## config.mk

```make
export PLATFORM = sky130hd
export DESIGN_NAME = four_bit_sequential_divider
export DESIGN_NICKNAME = d
export VERILOG_FILES = /design/src/rtl/four_bit_sequential_divider.sv
export SDC_FILE = /design/constraint.sdc
export NUM_CORES = 1
export LEC_CHECK = 0
export CAP_MARGIN = 15
export CELL_PAD_IN_SITES_DETAIL_PLACEMENT = 1
export CELL_PAD_IN_SITES_GLOBAL_PLACEMENT = 1
export CORE_AREA = 5 5 59 66
export CTS_BUF_LIST = sky130_fd_sc_hd__clkbuf_2
export DETAILED_ROUTE_END_ITERATION = 10
export DIE_AREA = 0 0 64 71
export GPL_TIMING_DRIVEN = 0
export PLACE_DENSITY_LB_ADDON = 0.1
export SLEW_MARGIN = 30
export SYNTH_ARGS = -nofsm -noshare
export SYNTH_HDL_FRONTEND = slang
export SYNTH_SLANG_ARGS = --single-unit
```

## constraint.sdc

```tcl
create_clock -name clk -period 2.3 [get_ports clk]
set_input_delay 0.46 -clock clk [delete_from_list [all_inputs] [get_ports clk]]
set_output_delay 0.46 -clock clk [all_outputs]
set_load 0.01 [all_outputs]
```

## src/rtl/four_bit_sequential_divider.sv

```systemverilog
`default_nettype none
// ============================================================================
// Module      : four_bit_sequential_divider
// Description : 4-bit unsigned restoring divider. It produces one quotient bit
//               per RUN cycle, MSB first. The FSM has three states:
//               IDLE, RUN and DONE.
//
//               Busy, Done, Quotient, Remainder and DivZero are registered
//               outputs. They are loaded from the FSM state one edge later,
//               so only finished results ever appear on the outputs.
//               Start accepted at edge N gives:
//                 - Busy high in the cycles following edges N+1..N+4
//                 - Done high in the cycle following edge N+5
//
//               Optional feature, macro DIV_ZERO_DETECT_EN:
//                 - defined   : B == 0 skips RUN. The result is Q=4'hF,
//                               R=A, DivZero=1, with Done one edge after
//                               acceptance.
//                 - undefined : DivZero is tied to 0, and B == 0 runs the
//                               normal algorithm.
//
// Ports       : clk       in   rising-edge clock
//               reset     in   synchronous active-high reset
//               Start     in   division request (accepted in IDLE/DONE)
//               A         in   [3:0] dividend
//               B         in   [3:0] divisor
//               Quotient  out  [3:0] quotient (held until next result)
//               Remainder out  [3:0] remainder (held until next result)
//               Busy      out  iteration in progress
//               Done      out  one-cycle result-valid pulse
//               DivZero   out  divide-by-zero flag, valid with Done
// Revision    : 1.0 - initial release
// ============================================================================
module four_bit_sequential_divider (
  input  logic       clk,
  input  logic       reset,
  input  logic       Start,
  input  logic [3:0] A,
  input  logic [3:0] B,
  output logic [3:0] Quotient,
  output logic [3:0] Remainder,
  output logic       Busy,
  output logic       Done,
  output logic       DivZero
);

  typedef enum logic [1:0] {
    IDLE = 2'd0,
    RUN  = 2'd1,
    DONE = 2'd2
  } state_t;

  state_t      state;
  state_t      state_next;
  logic [3:0]  b_reg;
  logic [4:0]  r_work;
  logic [3:0]  q_work;
  logic [1:0]  count;
  logic        accept;
  logic        zero_skip;
  logic [8:0]  rq_shift;
  logic [4:0]  trial;

  assign accept = Start && ((state == IDLE) || (state == DONE));

`ifdef DIV_ZERO_DETECT_EN
  assign zero_skip = (B == 4'd0);
`else
  assign zero_skip = 1'b0;
`endif

  // One restoring step: shift {R,Q} left, then try to subtract the divisor.
  // If the 5-bit difference is negative (bit 4 set), the subtraction is
  // discarded.
  assign rq_shift = {r_work, q_work} << 1;
  assign trial    = rq_shift[8:4] - {1'b0, b_reg};

  always_comb begin
    state_next = state;
    unique case (state)
      IDLE, DONE: begin
        if (Start) state_next = zero_skip ? DONE : RUN;
        else       state_next = IDLE;
      end
      RUN: begin
        if (count == 2'd3) state_next = DONE;
      end
      default: state_next = IDLE;
    endcase
  end

  always_ff @(posedge clk) begin
    if (reset) begin
      state <= IDLE;
    end else begin
      state <= state_next;
    end
  end

  // Working datapath
  always_ff @(posedge clk) begin
    if (reset) begin
      b_reg  <= 4'd0;
      r_work <= 5'd0;
      q_work <= 4'd0;
      count  <= 2'd0;
    end else if (accept) begin
      b_reg <= B;
      count <= 2'd0;
      if (zero_skip) begin
        r_work <= {1'b0, A};
        q_work <= 4'hF;
      end else begin
        r_work <= 5'd0;
        q_work <= A;
      end
    end else if (state == RUN) begin
      count <= count + 2'd1;
      if (!trial[4]) begin
        r_work <= trial;
        q_work <= {rq_shift[3:1], 1'b1};
      end else begin
        r_work <= rq_shift[8:4];
        q_work <= {rq_shift[3:1], 1'b0};
      end
    end
  end

  // Registered outputs. They lag the FSM state by one edge.
  always_ff @(posedge clk) begin
    if (reset) begin
      Busy      <= 1'b0;
      Done      <= 1'b0;
      Quotient  <= 4'd0;
      Remainder <= 4'd0;
    end else begin
      Busy <= (state == RUN);
      Done <= (state == DONE);
      if (state == DONE) begin
        Quotient  <= q_work;
        Remainder <= r_work[3:0];
      end
    end
  end

`ifdef DIV_ZERO_DETECT_EN
  logic dz_flag;

  always_ff @(posedge clk) begin
    if (reset) begin
      dz_flag <= 1'b0;
      DivZero <= 1'b0;
    end else begin
      if (accept) dz_flag <= zero_skip;
      // Publishing a finished result has priority over clearing the flag.
      // This matters when a new Start is accepted in the same DONE cycle.
      if (state == DONE) DivZero <= dz_flag;
      else if (accept)   DivZero <= 1'b0;
    end
  end
`else
  assign DivZero = 1'b0;
`endif

endmodule
`default_nettype wire

```

Word level (Yosys, flattened, before mapping)
Index checks and enable logic that the tools add are counted.

word-level totals
  bits in registers = 26

operators by class
  add/sub/neg operators = 2
  equality and inequality tests = 4
  multiplexer cells = 7
  reduce and logical (&&, ||, !) cells = 6

operators by type and width
  operator             count
  $mux 4               3
  $sub 5x4->5          1
  $eq 2x2->1 const B   2
  $pmux 2 s2           1
  $reduce_or 2->1      2
  $add 2x1->2 const B  1
  $eq 2x1->1 const B   1
  $logic_not 2->1      1
  $mux 1               2
  $mux 2               1
  $ne 2x2->1 const B   1
  $reduce_bool 2->1    1
  $logic_and 1x1->1    1
  $logic_or 1x1->1     1

Logic depth before layout (Yosys ltp)
Gate-level depths: netlist of the first run.

  depth after elaboration = 4
  depth in mapped cells = 9
  mapped depth without buffers = 9

Worst setup path before layout of the first run
OpenSTA, ideal clock, no wires.

  path type = flip-flop to flip-flop
  start = reg q_work[3]
  end = reg r_work[3]
  library setup time = 0.123 ns
  arrival = 1.826 ns
  data required time = 2.177 ns
  slack = 0.352 ns
  cell stages (with the launch flop) = 10
  path buffers = 0
  period minus slack after synthesis = 1.948 ns
  path through = dfxtp_1 -> inv_1 -> ha_1 -> inv_1 -> fa_1 -> a21o_1 -> a21oi_4 -> or4b_1 -> a21oi_1 -> a311o_2

between the ends
  word-level cells in the longest chain between the ends = 2

ends and longest elaborated chain
  what                      line  source
  start: declaration        57    logic [3:0] q_work;
  start signal: assignment  121   q_work <= {rq_shift[3:1], 1'b1};
  start signal: assignment  124   q_work <= {rq_shift[3:1], 1'b0};
  $sub 5x4->5               76    assign trial = rq_shift[8:4] - {1'b0, b_reg};
  $mux 4                    119   if (!trial[4]) begin
  end signal: assignment    111   r_work <= {1'b0, A};
  end signal: assignment    120   r_work <= trial;
  end signal: assignment    123   r_work <= rq_shift[8:4];
  end: declaration          56    logic [4:0] r_work;

Every way passes these cells.
A chain may end at the register's enable or synchronous reset.

Worst setup path in the final report of the first run
Same ends and word-level chain as after synthesis.

==> flow_summary.yaml, run 1 <==
outcome:
  status: "finished clean"
power:
  vdd_drop_max_v: 0.0002840
  sw_frac_of_total_pct: 29.69
  switching_power_uw: 250.3
  power.internal_uw: 592.7
  powerDensity_nw_per_um2: 579.9
  design_power_total_uw: 843.1
  pwr-share-clk_pct: 20.9
  power_leakage_nw: 0.5409
  p_comb_share_pct: 21.6
  p_seq_share_pct: 57.5
final_layout:
  fin_area_um2: 1454
  fillers: 401
  multi_input_area_um2: 604.3
  stdcell_count: 197
  antenna_cells: 0
  seq_area_um2: 520.5
  drive_gt1_share_pct: 6.211
  fin_nets: 179
  syn_to_final_growth_pct: 22.19
place:
  dp_cells: 193
  placed_cell_area_um2: 1435
  dp.final_hpwl_um: 2216
  gp_congestion: 0.7161
  port_buffers: 20
grt:
  grt.overflow.total: 0
  grt_max_degree: 15
  grt_pass1_wl_um: 4892
  grt_pass1_vias: 1086
  grt_use_total_pct: 13.20
  antenna_found_initial: 0
synth:
  synth_edf_count: 0
  syn_inst: 137
  synth_area_um2: 1190
  synthArstFlopShare_pct: 0
  seq_area_frac_synth_pct: 43.74
  synth_ff_type: "dfxtp_1"
  netlist-cell-type-count: 34
  ys_top_cells_by_area: "dfxtp_1 44%, a21oi_1 7.6%, nand2_1 7.3%"
  synth_top_area_cell: "dfxtp_1"
  synth_top_area_share_pct: 43.74
  syn_nets: 154
  synth_most_common_cell: "dfxtp_1"
  syn_avg_cell_area_um2: 8.685
  ys_warn_count: 0
  synth_seq_cells: 26
  synth_top_cells_by_count: "26 x dfxtp_1, 23 x nand2_1, 18 x a21oi_1"
cts:
  cts.sinks: 26
  path_clk_slew_ns: 0.26
  insertion_delay_ns: 0.35
  htree_num_levels: 1
  cts_buffers: 3
  cts_root_buffer: "clkbuf_2"
  clockBufferDepth: 2
  hold_buffers: 0
  postCtsSetupRepairBufs: 0
  cts_tree: "done"
  cts-resized-gates: 0
detailed_routing:
  ant_nets: 0
  viasPerCell: 5.091
  dr.pass1.iters: 3
  num_vias: 1003
  wl_um: 2758
  route.detailed.drc: 0
  drtIter0Drc: 36
  wire_per_inst_um: 14.00
die:
  rows: 22
  ioPinCount: 22
  start_util_pct: 36.95
  die_h_um: 71
  die_area_um2: 4544
  die_w_um: 64
  coreArea_um2: 3221
critical_path:
  crit_path_end_kind: "flop"
  critical_path.max_fanout: 5
  worstSetupPathType: "reg2reg"
  startpoint_type: "flop"
  critPathArrivalTime_ns: 2.43
  crit_required_ns: 2.58
sta:
  fmax_ghz: 0.4671
  fin_crit_sh_pct: 93.08
  rsz0062_at_grt: "no"
  skew_ns: 0.01500
  holdWs_ns: 0.4732
  post-route-min-period_ns: 2.141
  slew_viol_final: 0
  setup_viol_count_final: 0
  fin_setup_tns_ns: 0
  hold_viol_final: 0
job:
  cap_violations: 0
worst_hold_path:
  worstHoldPathType: "reg2reg"
[kinds of logic (layout without fill, tap and decap cells)]
family	after synthesis	after routing	synth area share [%]
simple gates	53	53	21.35
compound gates	29	29	15.25
flops	26	26	43.74
buf+inv	14	38	5.468
fa+ha+maj	6	6	6.940
xor+xnor	4	4	3.576
mux	4	4	3.365
other cells	1	1	0.3152
[power by group through the flow]
| stage | Sequential [mW] | Combinational [mW] | Clock [mW] |
|---|---|---|---|
| after detailed placement | 0.494 | 0.183 | 0 |
| final | 0.485 | 0.182 | 0.176 |
| after CTS | 0.485 | 0.184 | 0.179 |
| after global routing | 0.489 | 0.203 | 0.203 |
| after floorplan | 0.489 | 0.130 | 0 |
| after global placement | 0.493 | 0.175 | 0 |
[through the flow]
step | worst slack [ns] | utilization [%]
5_1_grt | 0.02829 | 45.14
3_5_place_dp | 0.1715 | 44.56
6_report | 0.1591 | 45.14
4_1_cts | 0.1530 | 45.14
2_1_floorplan | 0.3517 | -
3_3_place_gp | 0.2186 | 44.56
[worst paths after layout]
check,start,endpoint,slack (ns),cells past startpoint
max,q_work[3],r_work[3],0.16,9
min,Remainder[2],Remainder[2],0.47,2
max reg2reg,q_work[3],r_work[3],0.16,9
min reg2reg,Remainder[2],Remainder[2],0.47,2
[final cells by class]
class	count	area share (%)
plain buffers	9	3.184
inverters	5	1.291
clock buffers	3	1.033
repair buffers	20	13.77
clock inverters	1	0.2582
multi-input cells	97	41.57
flip-flops and latches	26	35.80
well taps	36	3.098
[cells in the final DEF, fill, tap and decap left out, types with 2 or more instances in the layout]
master / n
dfxtp_1: 26
nand2_1: 23
clkdlybuf4s50_1: 20
a21oi_1: 18
nor2_1: 13
inv_1: 5
clkbuf_1: 5
ha_1: 5
nand3_1: 4
a22oi_1: 4
mux2i_1: 4
nor3_1: 3
clkbuf_2: 3
nand2b_1: 2
nor2b_1: 2
xnor2_1: 2
o21ai_0: 2
[critical path: stages (launching register included)]
cell and delay (ns):
dfxtp_1 0.39, inv_1 0.07, ha_1 0.17, inv_1 0.06
fa_1 0.41, a21o_1 0.21, a21oi_4 0.23, or4b_1 0.15
a21oi_1 0.06, a311o_2 0.35
[layer usage]
metal / wire length (µm) / up-vias / share of wire (%) / GRT usage (%)
li1: - / 505 / - / -
met1: 1215 / 486 / 44 / 15.65
met2: 1463 / 10 / 53 / 24.02
met3: 59 / 2 / 2.1 / 2.381
met4: 19 / 0 / 0.69 / 3.464
met5: 0 / - / 0 / 0
Power figures use the tool's default switching activity.
==> run 2: changes to the inputs <==
--- a/config.mk
+++ b/config.mk
@@ -9,11 +9,11 @@
 export CELL_PAD_IN_SITES_DETAIL_PLACEMENT = 1
 export CELL_PAD_IN_SITES_GLOBAL_PLACEMENT = 1
 export CORE_AREA = 5 5 59 66
-export CTS_BUF_LIST = sky130_fd_sc_hd__clkbuf_2
+export CTS_BUF_LIST = sky130_fd_sc_hd__clkbuf_8
 export DETAILED_ROUTE_END_ITERATION = 10
 export DIE_AREA = 0 0 64 71
 export GPL_TIMING_DRIVEN = 0
-export PLACE_DENSITY_LB_ADDON = 0.1
+export PLACE_DENSITY = 0.83
 export SLEW_MARGIN = 30
 export SYNTH_ARGS = -nofsm -noshare
 export SYNTH_HDL_FRONTEND = slang
==> run 2 against run 1 <==
  * Cell count rose by 1.5%
  * Worst setup slack worse by 0.020 ns
  * Sequential share of layout area down 2.0 points
==> flow_summary.yaml, run 2 (same netlist as run 1, synthesis figures left out) <==
detailed_routing:
  wl_um: 2930
  ant_nets: 0
  viasPerCell: 5.105
  route.detailed.drc: 0
  topRoutingLayerUsed: "met4"
  wl_met1_um: 1213
  num_vias: 1021
  dr_wl_met3_um: 93
  met2_length_um: 1564
  dr.pass1.iters: 4
  wire_per_inst_um: 14.65
  drtIter0Drc: 43
sta:
  post-route-min-period_ns: 2.161
  fin_crit_sh_pct: 93.96
  setup_viol_count_final: 0
  rsz0062_at_grt: "no"
  hold_viol_final: 0
  slew_viol_final: 0
  fmax_ghz: 0.4627
  skew_ns: 0.001179
  fin_setup_tns_ns: 0
critical_path:
  path_cells: "inv_1, ha_1, inv_1, fa_1, a21o_1, a21oi_4, or4b_1, a21oi_1, a311o_2"
  startpoint_type: "flop"
  critPathArrivalTime_ns: 2.33
  cpPeakStageDelay_ns: 0.41
  worstRegToRegCells: 9
  crit_required_ns: 2.47
  crit_top_cell: "inv_1"
  critical_path.max_fanout: 4
  worstSetupPathType: "reg2reg"
  crit_path_end_kind: "flop"
  slowest_stage: "fa_1"
final_layout:
  stdcell_count: 200
  layout_commonest_cell: "dfxtp_1"
  fin_nets: 182
  syn_to_final_growth_pct: 29.44
  final_cell_mix: "26 x dfxtp_1, 23 x nand2_1, 20 x clkdlybuf4s50_1, 18 x a21oi_1, 13 x nor2_1"
  drive_gt1_share_pct: 8.537
  antenna_cells: 0
power:
  pwr-share-clk_pct: 35.6
  p_comb_share_pct: 19.6
  design_power_total_mw: 1.077
  powerDensity_nw_per_um2: 699.1
  sw_frac_of_total_pct: 25.03
  vdd_drop_max_v: 0.0004780
  power_leakage_nw: 0.5787
  power.internal_uw: 807.3
  p_seq_share_pct: 44.8
  switching_power_uw: 269.5
grt:
  grt.overflow.total: 0
  grt_pass1_wl_um: 4912
  grt_max_degree: 16
  grt_use_total_pct: 13.71
  antenna_found_initial: 0
  grt_pass1_vias: 1123
cts:
  cts_tree: "done"
  cts_root_buffer: "clkbuf_8"
  cts_buffers: 3
  cts.sinks: 26
  path_clk_slew_ns: 0.09
  clockBufferDepth: 2
  insertion_delay_ns: 0.27
  htree_num_levels: 1
  hold_buffers: 0
job:
  cap_violations: 0
place:
  dp.final_hpwl_um: 2244
  port_buffers: 20
  gp_congestion: 0.7495
  dp_cells: 193
outcome:
  status: "finished clean"
die:
  die_area_um2: 4544
  rows: 22
  ioPinCount: 22
  coreArea_um2: 3221
  die_h_um: 71
  start_util_pct: 36.95
  die_w_um: 64
worst_hold_path:
  holdPathStages: 2
  worstHoldPathType: "reg2reg"
[run 2: changes by cell type in the layout (fill, tap and decap cells not counted), sizes merged]
cell    delta
buf        +3
bufinv     +1
clkinv     -1
[run 2: metrics by stage]
| step | hold WS, ns | instance area, µm² | util, % | worst slack [ns] |
|---|---|---|---|---|
| 6_report | 0.4614 | 1540 | 47.82 | 0.1390 |
| 5_1_grt | 0.4932 | 1540 | 47.82 | 0.006386 |
| 4_1_cts | 0.4616 | 1506 | 46.78 | 0.08216 |
| 3_5_place_dp | 0.4484 | 1435 | 44.56 | 0.1895 |
| 3_3_place_gp | 0.4486 | 1435 | 44.56 | 0.2424 |
| 2_1_floorplan | 0.4450 | 1190 | - | 0.3517 |
[run 2: critical path, delay by kind of cell, from the launching register on]
family / cells / cell delay [ns]
AND/OR/NAND/NOR: 1 / 0.15
buffers and inverters: 2 / 0.15
adder cells (fa/ha/maj): 2 / 0.59
flip-flops: 1 / 0.35
AO/OA/AOI/OAI: 4 / 0.82
[run 2: final cells by class]
type | instances | area (µm²)
Multi-Input combinational cell | 97 | 615.6
Tap cell | 36 | 45.04
Clock buffer | 3 | 41.29
Inverter | 5 | 18.77
Timing Repair Buffer | 23 | 222.7
Buffer | 9 | 46.29
Sequential cell | 26 | 520.5
Clock inverter | 1 | 30.03
Fill cell | 386 | 1680
[run 2: path summary, 6_finish.rpt]
| check | startpoint | endpoint | slack, ns |
|---|---|---|---|
| min reg2reg | Remainder[1] | Remainder[1] | 0.46 |
| max | q_work[3] | r_work[3] | 0.14 |
| min | Remainder[1] | Remainder[1] | 0.46 |
| max reg2reg | q_work[3] | r_work[3] | 0.14 |
[run 2: power groups by stage]
stage	clock [mW]	sequential [mW]	combinational [mW]
final	0.383	0.483	0.211
after global routing	0.413	0.485	0.232
after CTS	0.390	0.483	0.185
after detailed placement	0	0.493	0.181
after global placement	0	0.493	0.172
after floorplan	0	0.489	0.130
[run 2: metal layers]
layer / track usage (%) / up-vias
li1: - / 508
met5: 0 / -
met4: 6.005 / 0
met3: 2.857 / 6
met2: 25.03 / 17
met1: 14.91 / 490
[run 2: timing repair]
| action | 4_1_cts | 5_1_grt |
|---|---|---|
| buffers inserted | 0 | 3 |
| endpoints found under the setup margin | 0 | 1 |
| resized for setup | 0 | 1 |
